File: src/rtl/rf_xfer_seq.sv
// Register-file transfer sequencer: turns LDI / MOV / RD commands into registered
// one-hot select, re and we strobes with a valid/ready command handshake.
module rf_xfer_seq #(
    parameter int W      = 8,
    parameter int RD_LAT = 1   // 1..4 cycles of re before p is sampled
) (
    input  logic         clk,
    input  logic         rst,
    input  logic         cmd_valid,
    output logic         cmd_ready,
    input  logic [1:0]   cmd_op,
    input  logic [2:0]   cmd_dst,
    input  logic [2:0]   cmd_src,
    input  logic [W-1:0] cmd_imm,
    output logic         rsp_valid,
    output logic [W-1:0] rsp_data,
    output logic         err,
    output logic [W-1:0] d,
    output logic         as,
    output logic         bs,
    output logic         cs,
    output logic         ds,
    output logic         fs,
    output logic         re,
    output logic         we,
    input  logic [W-1:0] p
);

    localparam logic [1:0] OP_NOP = 2'b00;
    localparam logic [1:0] OP_LDI = 2'b01;
    localparam logic [1:0] OP_MOV = 2'b10;
    localparam logic [1:0] OP_RD  = 2'b11;

    typedef enum logic [1:0] {IDLE, RSEL, WR, RSP} state_t;

    state_t       state, state_n;
    logic [2:0]   cnt, cnt_n;
    logic [1:0]   op_q, op_n;
    logic [2:0]   dst_q, dst_n, src_q, src_n;
    logic [W-1:0] cap, cap_n;
    logic [W-1:0] rsp_data_n, d_n;
    logic [4:0]   sel, sel_n;
    logic         cmd_ready_n, rsp_valid_n, err_n, re_n, we_n, accept;

    // Codes 5..7 map to no select at all.
    function automatic logic [4:0] onehot(input logic [2:0] code);
        return (code < 3'd5) ? (5'b00001 << code) : 5'b00000;
    endfunction

    function automatic logic legal(input logic [2:0] code);
        return code < 3'd5;
    endfunction

    assign accept = cmd_valid && cmd_ready;

    always_comb begin
        state_n    = state;
        cnt_n      = cnt;
        op_n       = op_q;
        dst_n      = dst_q;
        src_n      = src_q;
        cap_n      = cap;
        rsp_data_n = rsp_data;
        err_n      = 1'b0;

        case (state)
            IDLE: begin
                if (accept) begin
                    op_n  = cmd_op;
                    dst_n = cmd_dst;
                    src_n = cmd_src;
                    case (cmd_op)
                        OP_LDI: begin
                            if (legal(cmd_dst)) begin
                                state_n = WR;
                                cap_n   = cmd_imm;
                            end else begin
                                err_n = 1'b1;
                            end
                        end
                        OP_MOV: begin
                            if (legal(cmd_dst) && legal(cmd_src)) begin
                                state_n = RSEL;
                                cnt_n   = 3'(RD_LAT - 1);
                            end else begin
                                err_n = 1'b1;
                            end
                        end
                        OP_RD: begin
                            if (legal(cmd_src)) begin
                                state_n = RSEL;
                                cnt_n   = 3'(RD_LAT - 1);
                            end else begin
                                err_n = 1'b1;
                            end
                        end
                        default: ;  // NOP: consumed with no strobes
                    endcase
                end
            end
            RSEL: begin
                if (cnt == 3'd0) begin
                    cap_n = p;
                    if (op_q == OP_RD) begin
                        rsp_data_n = p;
                        state_n    = RSP;
                    end else begin
                        state_n = WR;
                    end
                end else begin
                    cnt_n = cnt - 3'd1;
                end
            end
            WR:      state_n = IDLE;
            RSP:     state_n = IDLE;
            default: state_n = IDLE;
        endcase

        // Outputs are computed from the next state so that every strobe is a flop.
        cmd_ready_n = (state_n == IDLE) && !accept;
        re_n        = (state_n == RSEL);
        we_n        = (state_n == WR);
        rsp_valid_n = (state_n == RSP);
        sel_n       = re_n ? onehot(src_n) : (we_n ? onehot(dst_n) : 5'b00000);
        d_n         = we_n ? cap_n : '0;
    end

    always_ff @(posedge clk or posedge rst) begin
        if (rst) begin
            state     <= IDLE;
            cnt       <= '0;
            op_q      <= OP_NOP;
            dst_q     <= '0;
            src_q     <= '0;
            cap       <= '0;
            rsp_data  <= '0;
            cmd_ready <= 1'b0;
            rsp_valid <= 1'b0;
            err       <= 1'b0;
            d         <= '0;
            sel       <= '0;
            re        <= 1'b0;
            we        <= 1'b0;
        end else begin
            state     <= state_n;
            cnt       <= cnt_n;
            op_q      <= op_n;
            dst_q     <= dst_n;
            src_q     <= src_n;
            cap       <= cap_n;
            rsp_data  <= rsp_data_n;
            cmd_ready <= cmd_ready_n;
            rsp_valid <= rsp_valid_n;
            err       <= err_n;
            d         <= d_n;
            sel       <= sel_n;
            re        <= re_n;
            we        <= we_n;
        end
    end

    assign as = sel[0];
    assign bs = sel[1];
    assign cs = sel[2];
    assign ds = sel[3];
    assign fs = sel[4];

endmodule

File: config.mk
export PLATFORM = sky130hd
export DESIGN_NAME = rf_xfer_seq
export DESIGN_NICKNAME = d
export VERILOG_FILES = /design/src/rtl/rf_xfer_seq.sv
export SDC_FILE = /design/constraint.sdc
export NUM_CORES = 1
export LEC_CHECK = 0
export BUFFER_PORTS_ARGS = -buffer_cell sky130_fd_sc_hd__buf_2
export CORE_MARGIN = 4
export CORE_UTILIZATION = 41
export DETAILED_ROUTE_END_ITERATION = 10
export GPL_ROUTABILITY_DRIVEN = 0
export MAX_ROUTING_LAYER = met4
export SLEW_MARGIN = 20
export SYNTH_ARGS = -nofsm -noshare
export SYNTH_HDL_FRONTEND = slang
export SYNTH_SLANG_ARGS = --single-unit
File: constraint.sdc
create_clock -name clk -period 2.3 [get_ports clk]
set_input_delay 0.23 -clock clk [delete_from_list [all_inputs] [get_ports clk]]
set_output_delay 0.23 -clock clk [all_outputs]
set_load 0.01 [all_outputs]
==> metrics.cfg, run 1 <==
[outcome]
status = complete, no violations

[global_route]
antenna_found_initial = 0
grt_usage = 0.148
overflow = 0
grt_max_degree = 46
grt_pass1_wl_mm = 7.16
grt_pass1_vias = 1552

[floorplanning]
rows = 26
core_area_sq_um = 5070
dieHeight_um = 80.3
die_w_um = 80.3
die_area_sq_um = 6440
io_pins = 53
start_util = 0.422

[critical_path]
path_class = flop to flop
end_kind = flop
cp-start-kind = flop
worst_r2r_path_depth = 6
critPathTopFamily = compound AO/OA/AOI/OAI gates
required_ns = 2.48
r2r-start = cnt[0]$_DFFE_PP0P_
crit_chain = inv_1 > ha_1 > nand2b_1 > o21a_1 > or3_4 > a2111oi_2
critPathMaxStageDelay_ns = 0.44
crit_buf_inv = 1
slowest_stage = or3_4
startpoint = cnt[0]$_DFFE_PP0P_
cp_max_fo = 11
worstReg2RegEnd = d[1]$_DFF_PP0_
cp.depth = 6
ff2ff_setup_slack_ns = 0.26
critPathArrivalTime_ns = 2.22

[sta]
rsz0062_at_grt = false
hold_viol = 0
holdWs_ns = 0.0606
clock.fmax_ghz = 0.490
fin_ws_ns = 0.258
slew_headroom = 0.638
setup_viol = 0
fin_crit_sh = 0.888
tightest_slew_ns = 0.543
fin_crit_ns = 2.04
skew_ns = 0.00424
drv_slew = 0
fin_setup_tns_ns = 0

[yosys]
synthTopCellsByArea = dfrtp_1, mux2_2, a2111oi_4
synth_top_flop_cell = dfrtp_1
synthesis.nets = 211
synth_edf_count = 0
syn_avg_cell_area_sq_um = 11.8
yosys-top-cells-count = dfrtp_1, mux2_2, inv_1
yosysWarnings = 0
synth-seq-area-share = 0.526
synth_seq_cells = 45
synth_top_cell_by_area = dfrtp_1
syn_inst = 182
syn-cell-area_sq_um = 2140
yosysUniqueCellTypes = 44
synth_most_common_cell = dfrtp_1
synth_top_area_frac = 0.526
synth-async-reset-ratio = 1.00

[detailed_routing]
detail-route-antenna-nets = 0
drc = 0
vias_per_cell = 5.04
drtIter0Drc = 85
vias = 1588
wire_per_inst_um = 13.7
dr.pass1.iters = 4
finalWirelength_mm = 4.30

[power]
power.density_nw_per_um2 = 1110
max-vdd-ir-drop_mv = 0.412
power_leakage_uw = 0.00127
p_total_uw = 2890

[final_layout]
nNetsFinal = 273
n_antenna_cell = 0
drive_above_1_share = 0.376
area_delta_synth_final_pct = 21.2

[clock_network]
postCtsSetupBuffers = 0
cts_made_buffers = 5
htreeDepth = 2
cts_hold_buf = 0
cts_root_buf = clkbuf_8
cts_buffer_depth = 2
ctsResizeCount = 0
cts_sinks = 45
cts_tree = yes
clkTransAtPathRegs_ns = 0.08
clk_latency_ns = 0.29

[flow_run]
cap_violations = 0

[placed_design]
dp_slack_ns = 0.316
portBuffers = 52
dpl.hpwl_mm = 3.25

[hold_path]
hold_class = input port to asynchronous set/reset pin

-- power breakdown --
part / total, uW / internal (uW) / switching (uW)
registers: 1190 / 1050 / 133
logic: 1240 / 567 / 675
clock network: 461 / 216 / 245
-- layer usage --
metal / global-route usage / routed length, um / part of all wire / vias to the layer above
met4: 0.0524 / 72 / 0.017 / 0
met2: 0.222 / 1990 / 0.46 / 43
met1: 0.194 / 2010 / 0.47 / 750
li1: - / - / - / 787
met5: - / 0 / 0 / -
met3: 0.0381 / 233 / 0.054 / 8
-- worst register-to-register path: cells and delay by family, from the launching register on --
family	cells	cell delay, ns
flip-flops	1	0.36
AND/OR/NAND/NOR	2	0.63
buffers and inverters	1	0.10
AO/OA/AOI/OAI	2	0.64
adder cells (fa/ha/maj)	1	0.20
-- sequential cells by signal (all words and copies together), names as in the netlist, 2 cells and up --
signal and flops:
op_q 2, d 8, src_q 3, rsp_data 8, cap 6, sel 5
cnt 3, state 2, dst_q 3
-- cell families (layout without fill, tap and decap cells) --
group | count (synthesis) | in the layout | share of synthesized area
simple gates | 51 | 51 | 0.142
compound gates | 45 | 45 | 0.175
flops | 45 | 45 | 0.526
mux | 20 | 20 | 0.103
buf+inv | 19 | 82 | 0.0427
fa+ha+maj | 2 | 2 | 0.0117
-- metrics by stage --
| step | instance area, sq um | cells | util |
|---|---|---|---|
| after CTS | 2590 | 315 | 0.511 |
| final | 2590 | 315 | 0.511 |
| after global placement | 2510 | 307 | 0.495 |
| after floorplan | 2140 | 182 | - |
| after global routing | 2590 | 315 | 0.511 |
| after detailed placement | 2510 | 307 | 0.495 |
-- cells in the final DEF, fill, tap and decap left out, types with 2 or more instances in the layout --
cell type | Yosys | routed
inv_1 | 13 | 12
nor3b_1 | 4 | 4
a22o_1 | 2 | 2
nor2b_1 | 7 | 7
mux2i_1 | 4 | 4
nand2b_1 | 4 | 4
o32ai_1 | 4 | 4
buf_4 | 0 | 9
o21ai_0 | 8 | 8
a22oi_1 | 2 | 2
dfrtp_1 | 45 | 45
o21a_1 | 4 | 4
clkbuf_1 | 0 | 3
ha_1 | 2 | 2
nor3_1 | 6 | 6
and4bb_2 | 2 | 2
clkbuf_8 | 0 | 5
nor2_1 | 10 | 10
a21oi_1 | 6 | 6
mux2_2 | 16 | 16
a2111oi_4 | 2 | 2
buf_2 | 4 | 52
a211oi_1 | 4 | 4
a31oi_1 | 3 | 3
nand2_1 | 7 | 7
-- worst max-delay path by stage --
stage	endpoint	slack, ns
6_report	d[1]$_DFF_PP0_	0.26
5_1_grt	d[1]$_DFF_PP0_	0.11
4_1_cts	d[1]$_DFF_PP0_	0.26
3_5_place_dp	d[1]$_DFF_PP0_	0.32
3_3_place_gp	sel[3]$_DFF_PP0_	0.31
2_1_floorplan	d[4]$_DFF_PP0_	0.41
-- final cells by class --
| cell class | instances | area (sq um) |
|---|---|---|
| clock buffers | 8 | 80.1 |
| fillers | 492 | 2480 |
| inverters | 13 | 48.8 |
| multi-input cells | 118 | 923 |
| flip-flops and latches | 45 | 1130 |
| well taps | 70 | 87.6 |
| repair buffers | 61 | 328 |
Note: power is estimated with default switching activity, not from simulation.
==> run 2, diff against run 1 <==
--- a/config.mk
+++ b/config.mk
@@ -8,5 +8,5 @@
 export BUFFER_PORTS_ARGS = -buffer_cell sky130_fd_sc_hd__buf_2
 export CORE_MARGIN = 4
-export CORE_UTILIZATION = 41
+export CORE_UTILIZATION = 35
 export DETAILED_ROUTE_END_ITERATION = 10
 export GPL_ROUTABILITY_DRIVEN = 0
==> constraint.sdc (replaced) <==
create_clock -name clk -period 2.3 [get_ports clk]
set_input_delay 0.345 -clock clk [delete_from_list [all_inputs] [get_ports clk]]
set_output_delay 0.345 -clock clk [all_outputs]
set_load 0.005 [all_outputs]
==> metrics.cfg, run 2 (same netlist as run 1, synthesis figures left out) <==
[outcome]
status = complete, no violations

[sta]
setup_viol = 0
skew_ns = 0.00585
clock.fmax_ghz = 0.480
hold_viol = 0
fin_setup_tns_ns = 0
fin_crit_ns = 2.08
drv_slew = 0
rsz0062_at_grt = false
fin_ws_ns = 0.215
fin_crit_sh = 0.907
tightest_slew_ns = 0.723
slew_headroom = 0.515

[final_layout]
n_antenna_cell = 0
fillers = 576
stdcell_count = 319
design_area_sq_um = 2590
nNetsFinal = 272
reg_top3 = d: 8 flops, rsp_data: 8 flops, cap: 6 flops
mostFrequentLayoutCells = buf_2, dfrtp_1, mux2_2
area_delta_synth_final_pct = 21.2
drive_above_1_share = 0.381
layout_commonest_cell = buf_2

[detailed_routing]
vias_per_cell = 4.99
vias = 1593
finalWirelength_mm = 4.65
wire_per_inst_um = 14.6
dr.pass1.iters = 4
drtIter0Drc = 71
drc = 0
detail-route-antenna-nets = 0

[power]
power.density_nw_per_um2 = 1100
max-vdd-ir-drop_mv = 0.485
power_leakage_uw = 0.00127
p_total_uw = 2860

[critical_path]
crit_chain = inv_1 > ha_1 > nand2b_1 > o21a_1 > or3_4 > a2111oi_2
r2r-start = cnt[0]$_DFFE_PP0P_
cp-start-kind = flop
slowest_stage = or3_4
path_class = flop to flop
critPathMaxStageDelay_ns = 0.44
end_kind = flop
cp_max_fo = 11
startpoint = cnt[0]$_DFFE_PP0P_
critPathArrivalTime_ns = 2.26
critPathTopFamily = compound AO/OA/AOI/OAI gates
required_ns = 2.47
crit_buf_inv = 1
cp-endpoint = d[1]$_DFF_PP0_
worstReg2RegEnd = d[1]$_DFF_PP0_
ff2ff_setup_slack_ns = 0.22
cp.depth = 6
worst_r2r_path_depth = 6

[clock_network]
cts_hold_buf = 0
clkTransAtPathRegs_ns = 0.08
cts_root_buf = clkbuf_8
cts_made_buffers = 5
postCtsSetupBuffers = 0
cts_buffer_depth = 2
htreeDepth = 2
ctsResizeCount = 0
cts_sinks = 45
cts_tree = yes
clk_latency_ns = 0.29

[global_route]
grt_pass1_vias = 1607
overflow = 0
grt_pass1_wl_mm = 7.67
antenna_found_initial = 0
grt_max_degree = 21
grt_usage = 0.133

[floorplanning]
dieHeight_um = 86.2
core_area_sq_um = 5920
die_w_um = 86.2
die_area_sq_um = 7430
start_util = 0.362
io_pins = 53
rows = 28

[placed_design]
dp_slack_ns = 0.234
portBuffers = 52
post_dp_cell_area_sq_um = 2510
dpl.hpwl_mm = 3.52
place_inst = 311

[hold_path]
hold_class = input port to asynchronous set/reset pin

[flow_run]
cap_violations = 0

run 2: worst min path at each step:
stage | to | slack [ns] | depth (start not counted) | start
after floorplan | cmd_ready$_DFF_PP0_ | 0.44 | 1 | cmd_valid
final | rsp_data[4]$_DFFE_PP0P_ | 0.07 | 2 | rst
after global placement | we$_DFF_PP0_ | 0.41 | 2 | rst
after CTS | rsp_data[4]$_DFFE_PP0P_ | 0.1 | 2 | rst
after detailed placement | d[1]$_DFF_PP0_ | 0.42 | 2 | rst
after global routing | d[1]$_DFF_PP0_ | 0.13 | 2 | rst
run 2: where the power goes:
| part | internal (uW) | switching [uW] |
|---|---|---|
| Combinational | 565 | 648 |
| Sequential | 1050 | 126 |
| Clock | 211 | 255 |
| Total | 1830 | 1030 |
run 2: worst register-to-register path: cells and delay by family, from the launching register on:
family,cells,cell delay (ns)
compound gates,2,0.65
fa+ha+maj,1,0.21
buf+inv,1,0.11
flops,1,0.36
simple gates,2,0.64
run 2: final cells by class:
class,count,area [sq um],share of cell area
well taps,75,93.8,0.0362
clock inverters,2,10.0,0.00386
repair buffers,60,320,0.123
inverters,13,48.8,0.0188
clock buffers,6,72.6,0.0280
multi-input cells,118,923,0.356
flip-flops and latches,45,1130,0.434
run 2: routing by layer:
| layer | part of all wire | up-vias | track usage |
|---|---|---|---|
| met3 | 0.047 | 4 | 0.0276 |
| met2 | 0.48 | 35 | 0.206 |
| met4 | 0.011 | 0 | 0.0340 |
| met5 | 0 | - | - |
| met1 | 0.46 | 775 | 0.180 |
| li1 | - | 779 | - |
run 2: per-stage QoR:
step / util / hold WS, ns
2_1_floorplan: - / 0.444
3_3_place_gp: 0.424 / 0.415
3_5_place_dp: 0.424 / 0.417
4_1_cts: 0.438 / 0.0968
5_1_grt: 0.438 / 0.128
6_report: 0.438 / 0.0740
